<file path="src/rtl/data_mem_pkg.sv">
// Shared types for the data-memory store buffer: entry layout and defaults.
package data_mem_pkg;

  localparam int SB_DEPTH_DEFAULT = 4;
  localparam int SB_ADDR_W        = 32;

  // One posted store: word address (byte offset dropped), lane enables, lane-aligned data.
  typedef struct packed {
    logic [SB_ADDR_W-3:0] word_addr;
    logic [3:0]           be;
    logic [31:0]          data;
  } sb_entry_t;

endpackage

</file>
<file path="src/rtl/sb_hazard_cmp.sv">
// Load-vs-pending-store overlap detector: one word-address comparator per entry,
// qualified by entry validity, OR-reduced into a single hazard flag.
module sb_hazard_cmp #(
  parameter int DEPTH = 4,
  parameter int WA_W  = 30
) (
  input  logic [DEPTH-1:0]      valid_i,
  input  logic [DEPTH*WA_W-1:0] word_addrs_i,
  input  logic                  check_i,
  input  logic [WA_W-1:0]       load_word_i,
  output logic                  hazard_o
);

  logic [DEPTH-1:0] hit;

  // Parallel compare of the load word against every valid entry.
  always_comb begin
    // NOTE: every always_comb output gets a default first so no path leaves it unassigned (no latch).
    hit = '0;
    for (int i = 0; i < DEPTH; i++) begin
      hit[i] = valid_i[i] && (word_addrs_i[i*WA_W +: WA_W] == load_word_i);
    end
  end

  assign hazard_o = check_i && (|hit);

endmodule

</file>
<file path="src/rtl/data_mem_store_buffer.sv">
// Posted-write FIFO between MEM-stage store formatting and the data memory port.
// Strict in-order drain over a valid/ready channel; flags loads hitting a pending store word.
module data_mem_store_buffer
  import data_mem_pkg::*;
#(
  parameter int DEPTH  = SB_DEPTH_DEFAULT,
  parameter int ADDR_W = SB_ADDR_W
) (
  input  logic                     Clk,
  input  logic                     Rst_N,
  input  logic                     Store_Valid,
  output logic                     Store_Ready,
  input  logic [ADDR_W-1:0]        Store_Addr,
  input  logic [3:0]               Write_Ctrl,
  input  logic [31:0]              Data_Mem_Write,
  output logic                     Mem_Req_Valid,
  input  logic                     Mem_Req_Ready,
  output logic [ADDR_W-1:0]        Mem_Addr,
  output logic [3:0]               Mem_Byte_En,
  output logic [31:0]              Mem_Wdata,
  input  logic                     Load_Check,
  input  logic [ADDR_W-1:0]        Load_Addr,
  output logic                     Load_Hazard,
  output logic                     Sb_Empty,
  output logic [$clog2(DEPTH):0]   Sb_Count
);

  localparam int IDX_W = $clog2(DEPTH);
  localparam int PTR_W = IDX_W + 1;
  localparam int WA_W  = ADDR_W - 2;

  // Pointers carry an extra wrap bit so full and empty are distinguishable.
  logic [PTR_W-1:0]      wr_ptr_q, wr_ptr_d;
  logic [PTR_W-1:0]      rd_ptr_q, rd_ptr_d;
  logic [PTR_W-1:0]      count;
  sb_entry_t             mem_q [DEPTH];
  sb_entry_t             head;
  logic                  full, empty, push, pop;
  logic [DEPTH-1:0]      entry_valid;
  logic [DEPTH*WA_W-1:0] word_addrs;
  logic [IDX_W-1:0]      offset;
  logic                  unused_byte_offsets;

  assign count = wr_ptr_q - rd_ptr_q;
  assign full  = (wr_ptr_q[PTR_W-1] != rd_ptr_q[PTR_W-1]) &&
                 (wr_ptr_q[IDX_W-1:0] == rd_ptr_q[IDX_W-1:0]);
  assign empty = (wr_ptr_q == rd_ptr_q);

  // No full bypass: readiness depends only on registered occupancy.
  assign Store_Ready   = ~full;
  assign Mem_Req_Valid = ~empty;
  assign Sb_Empty      = empty;
  assign Sb_Count      = count;

  // A zero-byte-enable store completes the handshake but occupies no entry.
  assign push = Store_Valid && !full && (Write_Ctrl != 4'b0000);
  assign pop  = !empty && Mem_Req_Ready;

  // Head fields are forced to zero when nothing is pending.
  assign head        = mem_q[rd_ptr_q[IDX_W-1:0]];
  assign Mem_Addr    = empty ? '0 : {head.word_addr, 2'b00};
  assign Mem_Byte_En = empty ? '0 : head.be;
  assign Mem_Wdata   = empty ? '0 : head.data;

  assign unused_byte_offsets = ^{Store_Addr[1:0], Load_Addr[1:0]};

  // Next-state pointers; natural modulo wrap through the extra bit.
  always_comb begin
    wr_ptr_d = wr_ptr_q + PTR_W'(push);
    rd_ptr_d = rd_ptr_q + PTR_W'(pop);
  end

  // Pointer registers; reset discards every pending entry at once.
  always_ff @(posedge Clk or negedge Rst_N) begin
    // NOTE: sequential state uses non-blocking assignments so all registers update together.
    if (!Rst_N) begin
      wr_ptr_q <= '0;
      rd_ptr_q <= '0;
    end else begin
      wr_ptr_q <= wr_ptr_d;
      rd_ptr_q <= rd_ptr_d;
    end
  end

  // Entry storage write port.
  always_ff @(posedge Clk) begin
    // NOTE: storage is not reset; validity comes from the pointers, so stale contents are never visible.
    if (push) begin
      mem_q[wr_ptr_q[IDX_W-1:0]] <= '{word_addr: Store_Addr[ADDR_W-1:2],
                                      be:        Write_Ctrl,
                                      data:      Data_Mem_Write};
    end
  end

  // Entry i is valid when its distance from the head is below the occupancy.
  always_comb begin
    entry_valid = '0;
    word_addrs  = '0;
    offset      = '0;
    for (int i = 0; i < DEPTH; i++) begin
      offset         = IDX_W'(i) - rd_ptr_q[IDX_W-1:0];
      entry_valid[i] = ({1'b0, offset} < count);
      word_addrs[i*WA_W +: WA_W] = mem_q[i].word_addr;
    end
  end

  sb_hazard_cmp #(
    .DEPTH (DEPTH),
    .WA_W  (WA_W)
  ) u_hazard (
    .valid_i      (entry_valid),
    .word_addrs_i (word_addrs),
    .check_i      (Load_Check),
    .load_word_i  (Load_Addr[ADDR_W-1:2]),
    .hazard_o     (Load_Hazard)
  );

endmodule

</file>
<file path="config.mk">
export PLATFORM = sky130hd
export DESIGN_NAME = data_mem_store_buffer
export DESIGN_NICKNAME = d
export VERILOG_FILES = /design/src/rtl/data_mem_pkg.sv /design/src/rtl/sb_hazard_cmp.sv /design/src/rtl/data_mem_store_buffer.sv
export SDC_FILE = /design/constraint.sdc
export NUM_CORES = 1
export LEC_CHECK = 0
export CAP_MARGIN = 20
export CORE_ASPECT_RATIO = 0.8
export CORE_UTILIZATION = 54
export DETAILED_ROUTE_END_ITERATION = 7
export PLACE_DENSITY = 0.8
export SYNTH_ARGS = -nofsm -noshare
export SYNTH_HDL_FRONTEND = slang
export SYNTH_HIERARCHICAL = 1
export SYNTH_SLANG_ARGS = --single-unit
</file>
<file path="constraint.sdc">
create_clock -name Clk -period 15.64 [get_ports Clk]
set_input_delay 3.128 -clock Clk [delete_from_list [all_inputs] [get_ports Clk]]
set_output_delay 3.128 -clock Clk [all_outputs]
set_load 0.03 [all_outputs]
</file>
==> run_results.csv, run 1 <==
group,metric,value,unit
drt,wl_per_cell,24.60,microns
drt,via_per_inst,5.841,
clock_network,clk_latency,0.54,ns
floorplanning,fp-row-count,48,
clock_network,post_cts_buffers,0,
floorplanning,coreArea,0.02174,sq mm
clock_network,htree_levels,1,
placed_design,numPortBuffers,173,
drt,drc_errors,0,
yosys,netlist_instances,649,
drt,drtAntennaViolNets,0,
sta,finalHoldViolCount,0,
yosys,netlist_top_cells_area,"edfxtp_1 (66%), mux4_2 (12%), xnor2_1 (5.4%)",
sta,fin_crit_sh,57.62,%
placed_design,routabilityCongestion,0.9127,
yosys,synthMuxAreaShare,12.32,%
yosys,synth_top_family_by_area,"multiplexers",
sta,fmaxAchievable,111.0,MHz
placed_design,hpwl,17930,microns
clock_network,clock-sinks,270,
drt,drt_wl_total,28340,microns
clock_network,clk_pin_slew,0.06,ns
layout,fin_area,0.01508,sq mm
power,ir_drop,195.1,uV
layout,layout-drive-gt1-share,16.10,%
sta,clock_skew,0.01761,ns
sta,slew_headroom,26.39,%
floorplanning,ios,180,
clock_network,cts-buffers-inserted,28,
yosys,synth_edf_count,264,
drt,drtIter0Drc,648,
drt,first_pass_iters,5,
drt,dr_total_vias,6729,
worst_setup_path,arrival,5.88,ns
clock_network,cts_tree,"built",
yosys,synth_compound_area_share,4.875,%
global_routing,grt-ovfl-total,0,
floorplanning,start_util,55.48,%
yosys,synth_top_area_cell,"edfxtp_1",
yosys,ys.flop_type,"edfxtp_1",
clock_network,cts_resized,0,
global_routing,antenna_found_initial,2,
job,cap_violations,0,
sta,drv_slew,0,
yosys,postSynthAreaPerCell,18.59,sq um
floorplanning,chipWidth,169.1,microns
hold_path,min_path_type,"reg2reg",
worst_setup_path,path_class,"in2out",
sta,whs,0.6607,ns
clock_network,clock-root-buffer,"clkbuf_16",
sta,worst_pin_slew,1.104,ns
placed_design,post_dp_cell_area,0.01406,sq mm
floorplanning,die_y,135.7,microns
outcome,status,"complete, no violations",
layout,nNetsFinal,947,
yosys,synth-seq-cells,270,
floorplanning,dieArea,0.02294,sq mm
yosys,synth-xor-area-share,9.553,%
yosys,netlist_area,0.01206,sq mm
yosys,synth_adder_area_share,1.307,%
clock_network,ctsHoldBuffers,0,
global_routing,grt_max_degree,71,
yosys,synth_top_area_share,65.72,%
sta,setup_viol,0,
yosys,yosysUniqueCellTypes,31,
power,pwr_density_cell,228.7,mW/mm^2
worst_setup_path,crit_path_end_kind,"output port",
yosys,async_reset_ff_share,2.222,%
layout,syn_to_final_growth,24.98,%
sta,setup_tns,0,ns
yosys,ys_seq_area_share,66.96,%
sta,rsz0062_at_grt,"false",
worst_setup_path,crit_fanout,4,
worst_setup_path,cp.required,12.51,ns
yosys,synth-simple-area-share,2.427,%
power,p_leak,4.912,nW
worst_setup_path,cp-start-kind,"input pin",
clock_network,clk_path_buf_depth,3,
global_routing,grt_pass1_wl,42240,microns
yosys,synth_warnings,6,
global_routing,grt_usage,25.13,%
global_routing,grt_pass1_vias,6824,
sta,min_period,9.012,ns
kinds of logic (layout without fill, tap and decap cells):
kind of cell	Yosys count	in the layout
AOI/OAI and AO/OA	78	78
xor gates and xnor gates	126	126
adders and majority gates	12	12
buffers and inverters	48	249
DFF	270	270
muxes	66	66
other	1	3
and+or+nand+nor	48	48
metrics by stage:
step	power, mW	cells	utilization [%]	setup slack, ns
2_1_floorplan	2.156	650	-	1.201
3_3_place_gp	2.721	1099	64.69	6.770
3_5_place_dp	2.750	1099	64.69	6.720
4_1_cts	3.467	1150	69.20	6.702
5_1_grt	3.590	1151	69.33	6.543
6_report	3.448	1152	69.34	6.628
registers in the layout, summed over array words and instances, names as in the netlist:
register	cells
mem_q	264
wr_ptr_q	3
rd_ptr_q	3
synth_stat cells, types with 3 or more instances:
master and instances:
nor4_1 16, inv_1 10, mux4_2 66, buf_2 8
o21ai_0 4, dfrtp_1 6, nand4_1 24, a21boi_1 12
clkbuf_1 14, a21boi_0 55, xor2_1 48, xnor2_1 74
buf_4 7, buf_12 3, nor2b_1 3, buf_6 5
a2111oi_0 4, ha_1 11, edfxtp_1 264
placed cells by master (no fill, tap or decap), types with 3 or more instances in the layout:
master / n
clkinv_2: 3
dfrtp_1: 4
buf_4: 14
clkinvlp_4: 3
clkbuf_8: 3
clkbuf_16: 28
a21boi_1: 12
nor4_1: 16
ha_1: 11
clkdlybuf4s50_1: 173
bufinv_16: 5
edfxtp_1: 264
a21boi_0: 55
mux4_2: 66
clkinv_1: 5
a2111oi_2: 4
xnor2_1: 73
nor2b_1: 3
o21ai_0: 4
xor2_1: 48
inv_1: 10
nand4_1: 24
where the power goes:
| part | switching, mW | internal, mW | total [mW] |
|---|---|---|---|
| Sequential | 0.120 | 0.973 | 1.09 |
| Clock | 0.272 | 0.425 | 0.697 |
| Combinational | 0.968 | 0.691 | 1.66 |
| Total | 1.36 | 2.09 | 3.45 |
critical path, cell delays in order:
cell,delay (ns)
clkdlybuf4s50_1,0.51
xnor2_1,0.35
nand4_1,0.20
nor4_1,0.46
nand4_1,0.19
a41oi_2,0.31
clkdlybuf4s50_1,0.72
layer usage:
layer	share of wire [%]	track usage (%)	vias to the layer above
met3	9.1	5.171	40
met4	2.1	6.006	2
met1	41	36.46	3396
li1	-	-	2941
met2	47	39.51	350
met5	0.042	0	-
path summary, 6_finish.rpt:
| kind | startpoint | endpoint | slack (ns) | cells after the start |
|---|---|---|---|---|
| setup / recovery | Load_Addr[21] | Load_Hazard | 6.63 | 7 |
| min in group asynchronous | Rst_N | wr_ptr_q[2]$_DFF_PN0_ | 2.82 | 1 |
| setup reg to reg | rd_ptr_q[1]$_DFF_PN0_ | mem_q[3][33]$_DFFE_PP_ | 11.40 | 6 |
| hold / removal | rd_ptr_q[2]$_DFF_PN0_ | rd_ptr_q[2]$_DFF_PN0_ | 0.66 | 1 |
| hold reg to reg | rd_ptr_q[2]$_DFF_PN0_ | rd_ptr_q[2]$_DFF_PN0_ | 0.66 | 1 |
| max in group asynchronous | Rst_N | rd_ptr_q[0]$_DFF_PN0_ | 12.58 | 1 |
area by class of cell:
type,instances,area (sq um)
multi-input cells,332,3730
fillers,1454,6665
clock buffers,33,749.5
inverters,10,37.54
well taps,300,375.4
repair buffers,188,1864
flip-flops and latches,270,8085
clock inverters,18,231.5
diodes,1,2.502
No activity file was read; power rests on OpenSTA's default activity.
==> inputs of run 2 (changes only) <==
- clock period: 15.64 -> 8.5 ns (I/O delays scaled with it)
==> run 2 against run 1 <==
Sequential share of layout area rose by 0.63 points; combinational power rose by 80%; via count rose by 0.33%; hold slack got worse by 0.018 ns; clock power rose by 62%; non-clock buffer count fell by 3; final cell count fell by 0.35%; wire length fell by 2.8%; first-iteration DRC count rose by 0.46%; critical path type is now reg2out; critical endpoint unchanged.
==> run_results.csv, run 2 (synthesis gave the netlist of run 1 again) <==
group,metric,value,unit
sta,fin_ws,1.756,ns
power,comb_power_share,48.6,%
layout,syn_to_final_growth,23.52,%
hold_path,hold_end,"wr_ptr_q[0]$_DFF_PN0_",
drt,via_per_inst,5.881,
sta,slew_headroom,26.31,%
power,pwr_density_cell,412.5,mW/mm^2
job,cap_violations,0,
layout,nNetsFinal,944,
sta,fin_crit_sh,79.34,%
sta,worst_pin_slew,1.105,ns
worst_setup_path,path_class,"reg2out",
clock_network,cts-buffers-inserted,28,
global_routing,grt_max_degree,71,
worst_setup_path,cp-start-kind,"register",
worst_setup_path,rr_endpoint,"mem_q[3][48]$_DFFE_PP_",
clock_network,post_cts_buffers,0,
clock_network,cts_resized,0,
placed_design,routabilityCongestion,0.8944,
drt,drt_wl_total,27550,microns
hold_path,min_path_type,"reg2reg",
floorplanning,dieArea,0.02294,sq mm
sta,rsz0062_at_grt,"false",
sta,clock_skew,0.008712,ns
global_routing,grtUsageMet3,5.668,%
floorplanning,start_util,55.48,%
clock_network,clock-root-buffer,"clkbuf_16",
worst_setup_path,arrival,5.04,ns
clock_network,htree_levels,1,
floorplanning,fp-row-count,48,
worst_setup_path,worstRegToRegCells,6,
floorplanning,coreArea,0.02174,sq mm
sta,drv_slew,0,
layout,n_fill_cell,1449,
sta,finalHoldViolCount,0,
drt,drtAntennaViolNets,0,
sta,whs,0.6432,ns
layout,final_cell_mix,"edfxtp_1 (264), clkdlybuf4s50_1 (173), xnor2_1 (73), mux4_2 (66), a21boi_0 (55)",
power,p_int,3.691,mW
sta,setup_viol,0,
layout,final_common_cell,"edfxtp_1",
drt,drc_errors,0,
power,p_leak,4.834,nW
drt,dr_total_vias,6751,
layout,largest_register_ffs,264,
sta,min_period,6.744,ns
global_routing,top_usage_layer,"met2",
power,p_clk_share,18.4,%
outcome,status,"complete, no violations",
worst_setup_path,r2r-start,"rd_ptr_q[1]$_DFF_PN0_",
global_routing,use_met2,38.98,%
clock_network,clock-sinks,270,
sta,fmaxAchievable,148.3,MHz
clock_network,cts_tree,"built",
drt,first_pass_iters,7,
floorplanning,chipWidth,169.1,microns
worst_setup_path,crit_path_end_kind,"output port",
global_routing,grt_pass1_wl,41590,microns
global_routing,antenna_found_initial,1,
power,ir_drop,327.4,uV
global_routing,grt_util_met1,34.29,%
placed_design,hpwl,17960,microns
clock_network,clk_path_buf_depth,3,
placed_design,numPortBuffers,173,
placed_design,dp_slack,2.407,ns
hold_path,hold_path_depth,1,
global_routing,grt_pass1_vias,7095,
worst_setup_path,crit_fanout,70,
clock_network,clk_pin_slew,0.06,ns
power,switching_power,2.456,mW
clock_network,clk_latency,0.52,ns
clock_network,ctsHoldBuffers,0,
worst_setup_path,r2r_slack,4.37,ns
power,swShare,39.95,%
power,power_frac_seq,33.1,%
layout,antennaDiodeCount,0,
drt,drtIter0Drc,651,
global_routing,grt-ovfl-total,0,
drt,wl_per_cell,24.00,microns
worst_setup_path,cp.required,6.80,ns
worst_setup_path,critPathLaunch,"rd_ptr_q[1]$_DFF_PN0_",
layout,layout-drive-gt1-share,15.21,%
global_routing,grt_usage,24.58,%
floorplanning,ios,180,
floorplanning,die_y,135.7,microns
hold_path,hold_path.startpoint,"wr_ptr_q[0]$_DFF_PN0_",
run 2: worst max path at each step:
stage	end	slack, ns	cells past startpoint
final	Load_Hazard	1.76	11
after global routing	Load_Hazard	1.56	11
after CTS	Load_Hazard	1.77	11
after detailed placement	Load_Hazard	2.41	11
after global placement	Load_Hazard	2.48	7
after floorplan	mem_q[0][0]$_DFFE_PP_	-1.27	2
run 2: critical path, stage by stage, from the launching register on:
cell             delay (ns)
dfrtp_4                1.16
inv_1                  0.26
fa_1                   0.60
inv_1                  0.10
ha_1                   0.31
nor2b_1                0.14
o21ai_0                0.29
nand4_1                0.14
nor4_1                 0.34
nand4_1                0.18
a41oi_2                0.28
clkdlybuf4s50_1        0.71
run 2: metal layers:
metal | vias to the layer above | wire [microns]
li1 | 2947 | -
met1 | 3442 | 11290
met2 | 311 | 13140
met3 | 49 | 2438
met4 | 2 | 675
met5 | - | 9
run 2: cell type report:
class / instances / area (sq um) / area share [%]
inverter: 10 / 37.54 / 0.2519
timing repair buffer: 185 / 1822 / 12.23
clock inverter: 18 / 110.1 / 0.7389
clock buffer: 33 / 740.7 / 4.971
tap: 300 / 375.4 / 2.519
multi-input combinational: 332 / 3730 / 25.03
sequential: 270 / 8085 / 54.26
run 2: power groups by stage:
stage | registers (mW) | logic [mW] | clock network (mW)
2_1_floorplan | 1.97 | 1.97 | 0
3_3_place_gp | 2.05 | 2.96 | 0
3_5_place_dp | 2.07 | 2.97 | 0
4_1_cts | 2.04 | 3.00 | 1.15
5_1_grt | 2.07 | 3.15 | 1.19
6_report | 2.03 | 2.98 | 1.13
run 2: stage by stage:
| stage | area, sq um | total power [mW] | TNS, ns | instances | utilization [%] |
|---|---|---|---|---|---|
| floorplan | 12070 | 3.931 | -335.90 | 650 | - |
| global placement | 14050 | 5.003 | 0 | 1097 | 64.62 |
| detailed placement | 14050 | 5.042 | 0 | 1097 | 64.62 |
| CTS | 14900 | 6.190 | 0 | 1148 | 68.54 |
| global route | 14900 | 6.412 | 0 | 1148 | 68.54 |
| finish | 14900 | 6.147 | 0 | 1148 | 68.54 |
